==> src/rtl/mem_arbiter_if.sv <==
// mem_arbiter_if: request/response and memory-side bus of the two-port memory arbiter.
//   slave  : arbiter view (takes requests and mem_rdata, drives ready/rsp/mem_*)
//   master : requester + memory view (the opposite directions)
//   req_valid/req_ready/req_we [1:0]  per-port handshake, bit k = port k
//   req_addr [2*A], req_wdata/req_mask [2*N]  port k payload in slice k
//   rsp_valid [1:0], rsp_data [N]      read return, one-cycle pulse
//   mem_en/mem_we/mem_addr/mem_wdata/mem_mask/mem_rdata  single-port memory
interface mem_arbiter_if #(
    parameter int unsigned N = 32,
    parameter int unsigned A = 12
);
    logic [1:0]     req_valid;
    logic [1:0]     req_ready;
    logic [1:0]     req_we;
    logic [2*A-1:0] req_addr;
    logic [2*N-1:0] req_wdata;
    logic [2*N-1:0] req_mask;
    logic [1:0]     rsp_valid;
    logic [N-1:0]   rsp_data;
    logic           mem_en;
    logic           mem_we;
    logic [A-1:0]   mem_addr;
    logic [N-1:0]   mem_wdata;
    logic [N-1:0]   mem_mask;
    logic [N-1:0]   mem_rdata;

    modport slave (
        input  req_valid, req_we, req_addr, req_wdata, req_mask, mem_rdata,
        output req_ready, rsp_valid, rsp_data, mem_en, mem_we, mem_addr, mem_wdata, mem_mask
    );

    modport master (
        output req_valid, req_we, req_addr, req_wdata, req_mask, mem_rdata,
        input  req_ready, rsp_valid, rsp_data, mem_en, mem_we, mem_addr, mem_wdata, mem_mask
    );
endinterface

==> src/rtl/mem_arbiter.sv <==
// mem_arbiter: shares one single-port data memory between port 0 (cpu load/store) and
// port 1 (debug/DMA loader). One access at a time through IDLE -> ISSUE -> (WAIT -> RESP)
// with a valid/ready request handshake and a per-port rsp_valid pulse for read data.
// Ports:
//   i_clk  clock, all state on posedge
//   i_rst  synchronous active-high reset
//   bus    mem_arbiter_if.slave (request, response and memory signals)
// Parameters: N data width, A byte address width, LAT memory read latency (>= 1).
// Build option: define MEM_ARB_FIXED_PRIO_EN for fixed priority (port 0 wins);
// default is round-robin.
module mem_arbiter #(
    parameter int unsigned N   = 32,
    parameter int unsigned A   = 12,
    parameter int unsigned LAT = 1
) (
    input  logic         i_clk,
    input  logic         i_rst,
    mem_arbiter_if.slave bus
);
    localparam logic [1:0] ST_IDLE  = 2'd0;
    localparam logic [1:0] ST_ISSUE = 2'd1;
    localparam logic [1:0] ST_WAIT  = 2'd2;
    localparam logic [1:0] ST_RESP  = 2'd3;
    localparam int unsigned CW = (LAT > 1) ? $clog2(LAT) : 1;

    logic [1:0]   r_state;
    logic         r_grant;
    logic [CW-1:0] r_cnt;
    logic         r_mem_en;
    logic         r_mem_we;
    logic [A-1:0] r_mem_addr;
    logic [N-1:0] r_mem_wdata;
    logic [N-1:0] r_mem_mask;
    logic [1:0]   r_rsp_valid;
    logic [N-1:0] r_rsp_data;

    logic         w_any;
    logic         w_grant;
    logic         w_sel_we;
    logic [A-1:0] w_sel_addr;
    logic [N-1:0] w_sel_wdata;
    logic [N-1:0] w_sel_mask;

    assign w_any = |bus.req_valid;

`ifdef MEM_ARB_FIXED_PRIO_EN
    // Port 0 wins whenever it asks.
    assign w_grant = ~bus.req_valid[0];
`else
    logic r_last_grant;

    // Contested: alternate away from the last winner. Uncontested: the only requester.
    assign w_grant = (&bus.req_valid) ? ~r_last_grant : bus.req_valid[1];

    // Reset to 1 so the first contested grant goes to port 0.
    always_ff @(posedge i_clk) begin
        if (i_rst) begin
            r_last_grant <= 1'b1;
        end else if (r_state == ST_IDLE && w_any) begin
            r_last_grant <= w_grant;
        end
    end
`endif

    assign w_sel_we    = w_grant ? bus.req_we[1]        : bus.req_we[0];
    assign w_sel_addr  = w_grant ? bus.req_addr[A +: A] : bus.req_addr[0 +: A];
    assign w_sel_wdata = w_grant ? bus.req_wdata[N +: N] : bus.req_wdata[0 +: N];
    assign w_sel_mask  = w_grant ? bus.req_mask[N +: N]  : bus.req_mask[0 +: N];

    // Accept is combinational in IDLE so the requester sees ready in the grant cycle.
    assign bus.req_ready = (r_state == ST_IDLE && w_any) ? (w_grant ? 2'b10 : 2'b01) : 2'b00;

    assign bus.rsp_valid = r_rsp_valid;
    assign bus.rsp_data  = r_rsp_data;
    assign bus.mem_en    = r_mem_en;
    assign bus.mem_we    = r_mem_we;
    assign bus.mem_addr  = r_mem_addr;
    assign bus.mem_wdata = r_mem_wdata;
    assign bus.mem_mask  = r_mem_mask;

    always_ff @(posedge i_clk) begin
        if (i_rst) begin
            r_state     <= ST_IDLE;
            r_grant     <= 1'b0;
            r_cnt       <= '0;
            r_mem_en    <= 1'b0;
            r_mem_we    <= 1'b0;
            r_mem_addr  <= '0;
            r_mem_wdata <= '0;
            r_mem_mask  <= '0;
            r_rsp_valid <= 2'b00;
            r_rsp_data  <= '0;
        end else begin
            // Strobes are single-cycle; payload registers hold between accesses.
            r_mem_en    <= 1'b0;
            r_rsp_valid <= 2'b00;
            case (r_state)
                ST_IDLE: begin
                    if (w_any) begin
                        // Latch straight into the memory-side registers; they only
                        // change here, so mem_* hold while mem_en is low.
                        r_grant     <= w_grant;
                        r_mem_we    <= w_sel_we;
                        r_mem_addr  <= w_sel_addr;
                        r_mem_wdata <= w_sel_wdata;
                        r_mem_mask  <= w_sel_mask;
                        r_mem_en    <= 1'b1;
                        r_state     <= ST_ISSUE;
                    end
                end
                ST_ISSUE: begin
                    if (r_mem_we) begin
                        r_state <= ST_IDLE;
                    end else begin
                        r_cnt   <= CW'(LAT - 1);
                        r_state <= ST_WAIT;
                    end
                end
                ST_WAIT: begin
                    if (r_cnt == '0) begin
                        r_rsp_data  <= bus.mem_rdata;
                        r_rsp_valid <= r_grant ? 2'b10 : 2'b01;
                        r_state     <= ST_RESP;
                    end else begin
                        r_cnt <= r_cnt - 1'b1;
                    end
                end
                ST_RESP: begin
                    r_state <= ST_IDLE;
                end
                default: begin
                    r_state <= ST_IDLE;
                end
            endcase
        end
    end
endmodule

==> src/flat_wrapper.sv <==
// flat-port wrapper written by rule: the top's interface ports become plain ports
module mem_arbiter_flat 
#(
    parameter int unsigned N   = 32,
    parameter int unsigned A   = 12,
    parameter int unsigned LAT = 1
)
  (i_clk, i_rst, bus_req_valid, bus_req_we, bus_req_addr, bus_req_wdata, bus_req_mask, bus_mem_rdata, bus_req_ready, bus_rsp_valid, bus_rsp_data, bus_mem_en, bus_mem_we, bus_mem_addr, bus_mem_wdata, bus_mem_mask);
  mem_arbiter_if #(.N(N), .A(A)) bus_i ();
  input  logic i_clk;
  input  logic i_rst;
  input wire logic [$bits(bus_i.req_valid)-1:0] bus_req_valid;
  input wire logic [$bits(bus_i.req_we)-1:0] bus_req_we;
  input wire logic [$bits(bus_i.req_addr)-1:0] bus_req_addr;
  input wire logic [$bits(bus_i.req_wdata)-1:0] bus_req_wdata;
  input wire logic [$bits(bus_i.req_mask)-1:0] bus_req_mask;
  input wire logic [$bits(bus_i.mem_rdata)-1:0] bus_mem_rdata;
  output wire logic [$bits(bus_i.req_ready)-1:0] bus_req_ready;
  output wire logic [$bits(bus_i.rsp_valid)-1:0] bus_rsp_valid;
  output wire logic [$bits(bus_i.rsp_data)-1:0] bus_rsp_data;
  output wire logic [$bits(bus_i.mem_en)-1:0] bus_mem_en;
  output wire logic [$bits(bus_i.mem_we)-1:0] bus_mem_we;
  output wire logic [$bits(bus_i.mem_addr)-1:0] bus_mem_addr;
  output wire logic [$bits(bus_i.mem_wdata)-1:0] bus_mem_wdata;
  output wire logic [$bits(bus_i.mem_mask)-1:0] bus_mem_mask;
  assign bus_i.req_valid = bus_req_valid;
  assign bus_i.req_we = bus_req_we;
  assign bus_i.req_addr = bus_req_addr;
  assign bus_i.req_wdata = bus_req_wdata;
  assign bus_i.req_mask = bus_req_mask;
  assign bus_i.mem_rdata = bus_mem_rdata;
  assign bus_req_ready = bus_i.req_ready;
  assign bus_rsp_valid = bus_i.rsp_valid;
  assign bus_rsp_data = bus_i.rsp_data;
  assign bus_mem_en = bus_i.mem_en;
  assign bus_mem_we = bus_i.mem_we;
  assign bus_mem_addr = bus_i.mem_addr;
  assign bus_mem_wdata = bus_i.mem_wdata;
  assign bus_mem_mask = bus_i.mem_mask;
  mem_arbiter #(.N(N), .A(A), .LAT(LAT)) u_core (.i_clk(i_clk), .i_rst(i_rst), .bus(bus_i));
endmodule
==> config.mk <==
export PLATFORM = sky130hd
export DESIGN_NAME = mem_arbiter_flat
export DESIGN_NICKNAME = d
export VERILOG_FILES = /design/src/rtl/mem_arbiter_if.sv /design/src/rtl/mem_arbiter.sv /design/src/flat_wrapper.sv
export SDC_FILE = /design/constraint.sdc
export NUM_CORES = 1
export LEC_CHECK = 0
export ABC_AREA = 0
export CORE_MARGIN = 4
export CORE_UTILIZATION = 29
export CTS_BUF_LIST = sky130_fd_sc_hd__clkbuf_4 sky130_fd_sc_hd__clkbuf_8
export CTS_CLUSTER_SIZE = 20
export DETAILED_ROUTE_END_ITERATION = 10
export PLACE_DENSITY_LB_ADDON = 0.12
export SYNTH_ARGS = -nofsm -noshare
export SYNTH_HDL_FRONTEND = slang
export SYNTH_SLANG_ARGS = --single-unit
export TNS_END_PERCENT = 10
==> constraint.sdc <==
create_clock -name i_clk -period 1.7 [get_ports i_clk]
set_input_delay 0.34 -clock i_clk [delete_from_list [all_inputs] [get_ports i_clk]]
set_output_delay 0.34 -clock i_clk [all_outputs]
set_load 0.005 [all_outputs]
### Word-level counts from Yosys, hierarchy flattened

Index checks and enable logic that the tools add are counted.
Widths: inputs -> output; s select.

* register bits: 117
* input port bits: 190
* output and inout bits: 114
* logic and storage cells: 49

* $add $sub $neg: 1
* equality and inequality tests: 6
* muxes and demuxes: 16
* bitwise gates (word level): 4
* reduce and logical (&&, ||, !) cells: 11

Operator list (number)
* $mux 32: 2
* $mux 12: 1
* $mux 2: 6
* $reduce_and 2->1: 5
* $pmux 2 s4: 1
* $mux 1: 5
* $eq 2x2->1 const B: 2
* $ne 2x2->1 const B: 2
* $not 1->1: 4
* $reduce_or 2->1: 2
* $reduce_or 3->1: 1
* $eq 2x1->1 const B: 1
* $logic_not 2->1: 1
* $ne 2x1->1 const B: 1
* $pmux 1 s2: 1
* $reduce_bool 2->1: 1
* $logic_and 1x1->1: 1
* $sub 1x1->1 const B: 1

### Logic depth before layout (Yosys ltp)

* word-level depth: 4
* gate-level depth with buffers: 6

### Least setup slack after synthesis

OpenSTA, ideal clock, no wires.

* kind: reg2reg
* from: register (tool-made name)
* to: register u_core.r_mem_addr[10] (netlist: u_core.bus.mem_addr[10])
* library setup time: 0.133 ns
* arrival time: 1.234 ns
* path slack: 0.334 ns
* cell stages (with the launch flop): 7
* path buffers: 3
* period minus slack after synthesis: 1.366 ns
* cell sequence: dfxtp_1 buf_2 or2_1 buf_4 buf_2 o21ai_1 a31oi_1

RTL lines
* end signal: assignment: line mem_arbiter.sv:104 `r_mem_addr <= w_sel_addr;`
* end: declaration: line mem_arbiter.sv:31 `logic [A-1:0] r_mem_addr;`

### Final worst setup path

* from: register u_core.r_mem_wdata[25] (netlist: u_core.bus.mem_wdata[25])
* to: output port bus_mem_wdata[25]

RTL lines
* start: declaration: line mem_arbiter.sv:32 `logic [N-1:0] r_mem_wdata;`
* start signal: assignment: line mem_arbiter.sv:105 `r_mem_wdata <= w_sel_wdata;`
* end: declaration: line flat_wrapper.sv:24 `output wire logic [$bits(bus_i.mem_wdata)-1:0] bus_mem_wdata;`

No word-level cell between the ends.

==> results_dict.tcl <==
set metrics [dict create \
    grt_max_degree 56 \
    p_switching_uw 2170 \
    num_antenna_cells 0 \
    critPathMaxStageDelay_ns 0.53 \
    hold_viol 0 \
    route.detailed.drc 0 \
    ys_warn_count 0 \
    top_layer "met4" \
    reg2regPathDepth 4 \
    die_w_um 137 \
    final-setup-viol-count 0 \
    cts.path.max_buffers 2 \
    n_fill_cell 1488 \
    clock_latency_ns 0.44 \
    row_count 46 \
    sequentialPowerShare 0.393 \
    power.leakage_uw 0.00349 \
    io_buffer_count 303 \
    regToRegSetupSlack_ns 0.10 \
    wl_met3_um 2070 \
    cts.sinks 116 \
    dieArea_um2 18800 \
    overflow 0 \
    path_cells "clkdlybuf4s50_1" \
    skew_ns 0.0103 \
    drtIter0Drc 303 \
    core_um2 16100 \
    period_needed_ns 1.65 \
    cts_tree "built" \
    critPathMaxFanout 2 \
    stdcell_count 1117 \
    status "completed" \
    worstReg2RegEnd "u_core.r_last_grant" \
    clkPwrFrac 0.362 \
    rsz0062_at_grt "no" \
    clock.fmax_ghz 0.608 \
    hold_path_class "input port to flop" \
    p_sw_frac 0.278 \
    worstMarginPinSlew_ns 0.450 \
    fin_ws_ns 0.0548 \
    place.gp.congestion 0.765 \
    hpwlAfterDp_um 13900 \
    root_buffer "clkbuf_8" \
    wl_met1_um 7840 \
    synthDistinctLibCells 23 \
    ir_drop_uv 477 \
    wl_met2_um 10000 \
    wl_per_cell_um 18.2 \
    cts-buffers-inserted 17 \
    cp.arrival_ns 1.31 \
    grt_pass1_wl_um 30500 \
    grtUsageTotal 0.206 \
    antenna_found_initial 0 \
    crit_family "buffers and inverters" \
    htree_num_levels 4 \
    period_share 0.968 \
    nets 1078 \
    power_frac_comb 0.245 \
    viasPerCell 5.16 \
    start_kind "flop" \
    power_density_nw_per_um2 900 \
    seq_area_frac_synth 0.482 \
    pre_cts_slack_ns -0.413 \
    max-cap-violations 0 \
    cp.buffers_inverters 1 \
    drt-total-wl_um 20400 \
    drv_slew 0 \
    syn_to_final_growth_pct 79.6 \
    path_class "flop to primary output" \
    internal-power_uw 5630 \
    critPathSlowestCell "clkdlybuf4s50_1" \
    endpoint_kind "primary output" \
    firstDrtPassIters 4 \
    dp_cells 1085 \
    max-slew-margin-rel 0.700 \
    ys_ff_latch 116 \
    synthCells 614 \
    clk_pin_slew_ns 0.08 \
    syn_nets 804 \
    initial_utilization 0.299 \
    holdCritStartpoint "i_rst" \
    first_global_vias 5893 \
    die_height_um 137 \
    min_to "u_core.bus.mem_wdata[23]" \
    avgSynthCellArea_um2 7.85 \
    drtAntennaViolNets 0 \
    cts_hold_buf 0 \
    worst-endpoint-required_ns 1.36 \
    io_pins 304 \
    syn-cell-area_um2 4820 \
    drive_gt1_frac 0.0810 \
    hold_depth 2 \
    vias 5763 \
]
what timing repair did:
item	4_1_cts	5_1_grt
setup buffers	0	0
gates cloned	0	0
pin swaps	1	0
setup endpoints to repair	9	34
resized for setup	19	34
layer usage:
| layer | track usage | vias to the layer above |
|---|---|---|
| met1 | 0.228 | 2684 |
| met5 | 0 | - |
| met4 | 0.0787 | 0 |
| met3 | 0.0754 | 28 |
| met2 | 0.360 | 277 |
| li1 | - | 2774 |
placed cells by master, fill, tap and decap left out, types with 2 or more instances in the layout:
cell             instances
nor2_4                   2
buf_2                    2
o21ai_1                 78
clkbuf_8                18
dfxtp_2                  5
dlygate4sd2_1            4
nand3_1                154
dlymetal6s2s_1          33
a31oi_1                 77
dfxtp_1                111
nand2_1                 64
nor2_1                   3
a21oi_1                 33
clkinv_4                 2
clkinv_2                 5
nor3_1                   4
clkinvlp_4               3
bufinv_16                4
clkdlybuf4s50_1        263
buf_12                  11
buf_4                   13
registers in the layout (all words and copies together) (netlist names), named ones only:
signal and cells:
u_core.bus.mem_addr 12, u_core.bus.mem_en 1, u_core.bus.mem_wdata 32, u_core.bus.mem_mask 32, u_core.r_state 1, u_core.r_grant 1
u_core.bus.rsp_valid 2, u_core.bus.mem_we 1, u_core.r_last_grant 1, u_core.bus.rsp_data 32
cells in the mapped netlist (all sizes together):
cell type / n / area, um2
nor2: 5 / 26.3
a31oi: 77 / 482
nor3: 4 / 20.0
a21boi: 1 / 11.3
clkbuf: 35 / 131
and3: 1 / 6.26
o21ai: 78 / 390
nor3b: 1 / 18.8
a211o: 1 / 8.76
and2: 1 / 6.26
nor2b: 1 / 6.26
inv: 1 / 3.75
nand3: 154 / 771
a21oi: 33 / 165
nand2: 64 / 240
or2: 1 / 6.26
a211oi: 1 / 7.51
nand2b: 2 / 12.5
buf: 37 / 186
dfxtp: 116 / 2320
power by group through the flow:
stage	sequential [uW]	combinational [uW]	clock [uW]
detailed placement	3130	1940	0
finish	3070	1910	2820
global route	3100	2050	3030
CTS	3070	1940	2890
floorplan	3130	727	0
global placement	3120	1910	0
area by class of cell:
type	instances	area, um2	share of cell area
clock inverters	14	185	0.0214
repair buffers	327	3420	0.395
inverters	1	3.75	0.000433
well taps	216	270	0.0312
multi-input cells	425	2210	0.255
flip-flops and latches	116	2330	0.269
clock buffers	18	248	0.0286
kinds of logic (layout without fill, tap and decap cells):
group / count (synthesis) / count (layout) / synth area share
compound gates: 191 / 191 / 0.221
flops: 116 / 116 / 0.482
simple gates: 234 / 234 / 0.231
buf+inv: 73 / 360 / 0.0667
stage by stage:
step / utilization / TNS (ns) / cell area (um2) / power (uW) / hold slack, ns
3_5_place_dp: 0.505 / -21.07 / 8140 / 5060 / 0.419
2_1_floorplan: - / 0 / 4820 / 3860 / 0.401
5_1_grt: 0.537 / 0 / 8660 / 8180 / 0.332
4_1_cts: 0.532 / 0 / 8580 / 7900 / 0.315
6_report: 0.537 / 0 / 8660 / 7800 / 0.345
3_3_place_gp: 0.505 / -18.59 / 8140 / 5020 / 0.432
worst max-delay path by stage:
stage                                   startpoint                      end  slack (ns)  depth (start not counted)
after floorplan                               flop  u_core.bus.mem_addr[10]        0.33                          6
after global placement            bus_req_valid[1]         bus_req_ready[1]       -0.38                          4
after CTS                 u_core.bus.mem_wdata[16]        bus_mem_wdata[16]       0.003                          1
final                     u_core.bus.mem_wdata[25]        bus_mem_wdata[25]        0.05                          1
after detailed placement          bus_req_valid[1]         bus_req_ready[1]       -0.41                          4
after global routing       u_core.bus.rsp_data[20]         bus_rsp_data[20]      0.0007                          1
Power figures use the tool's default switching activity.
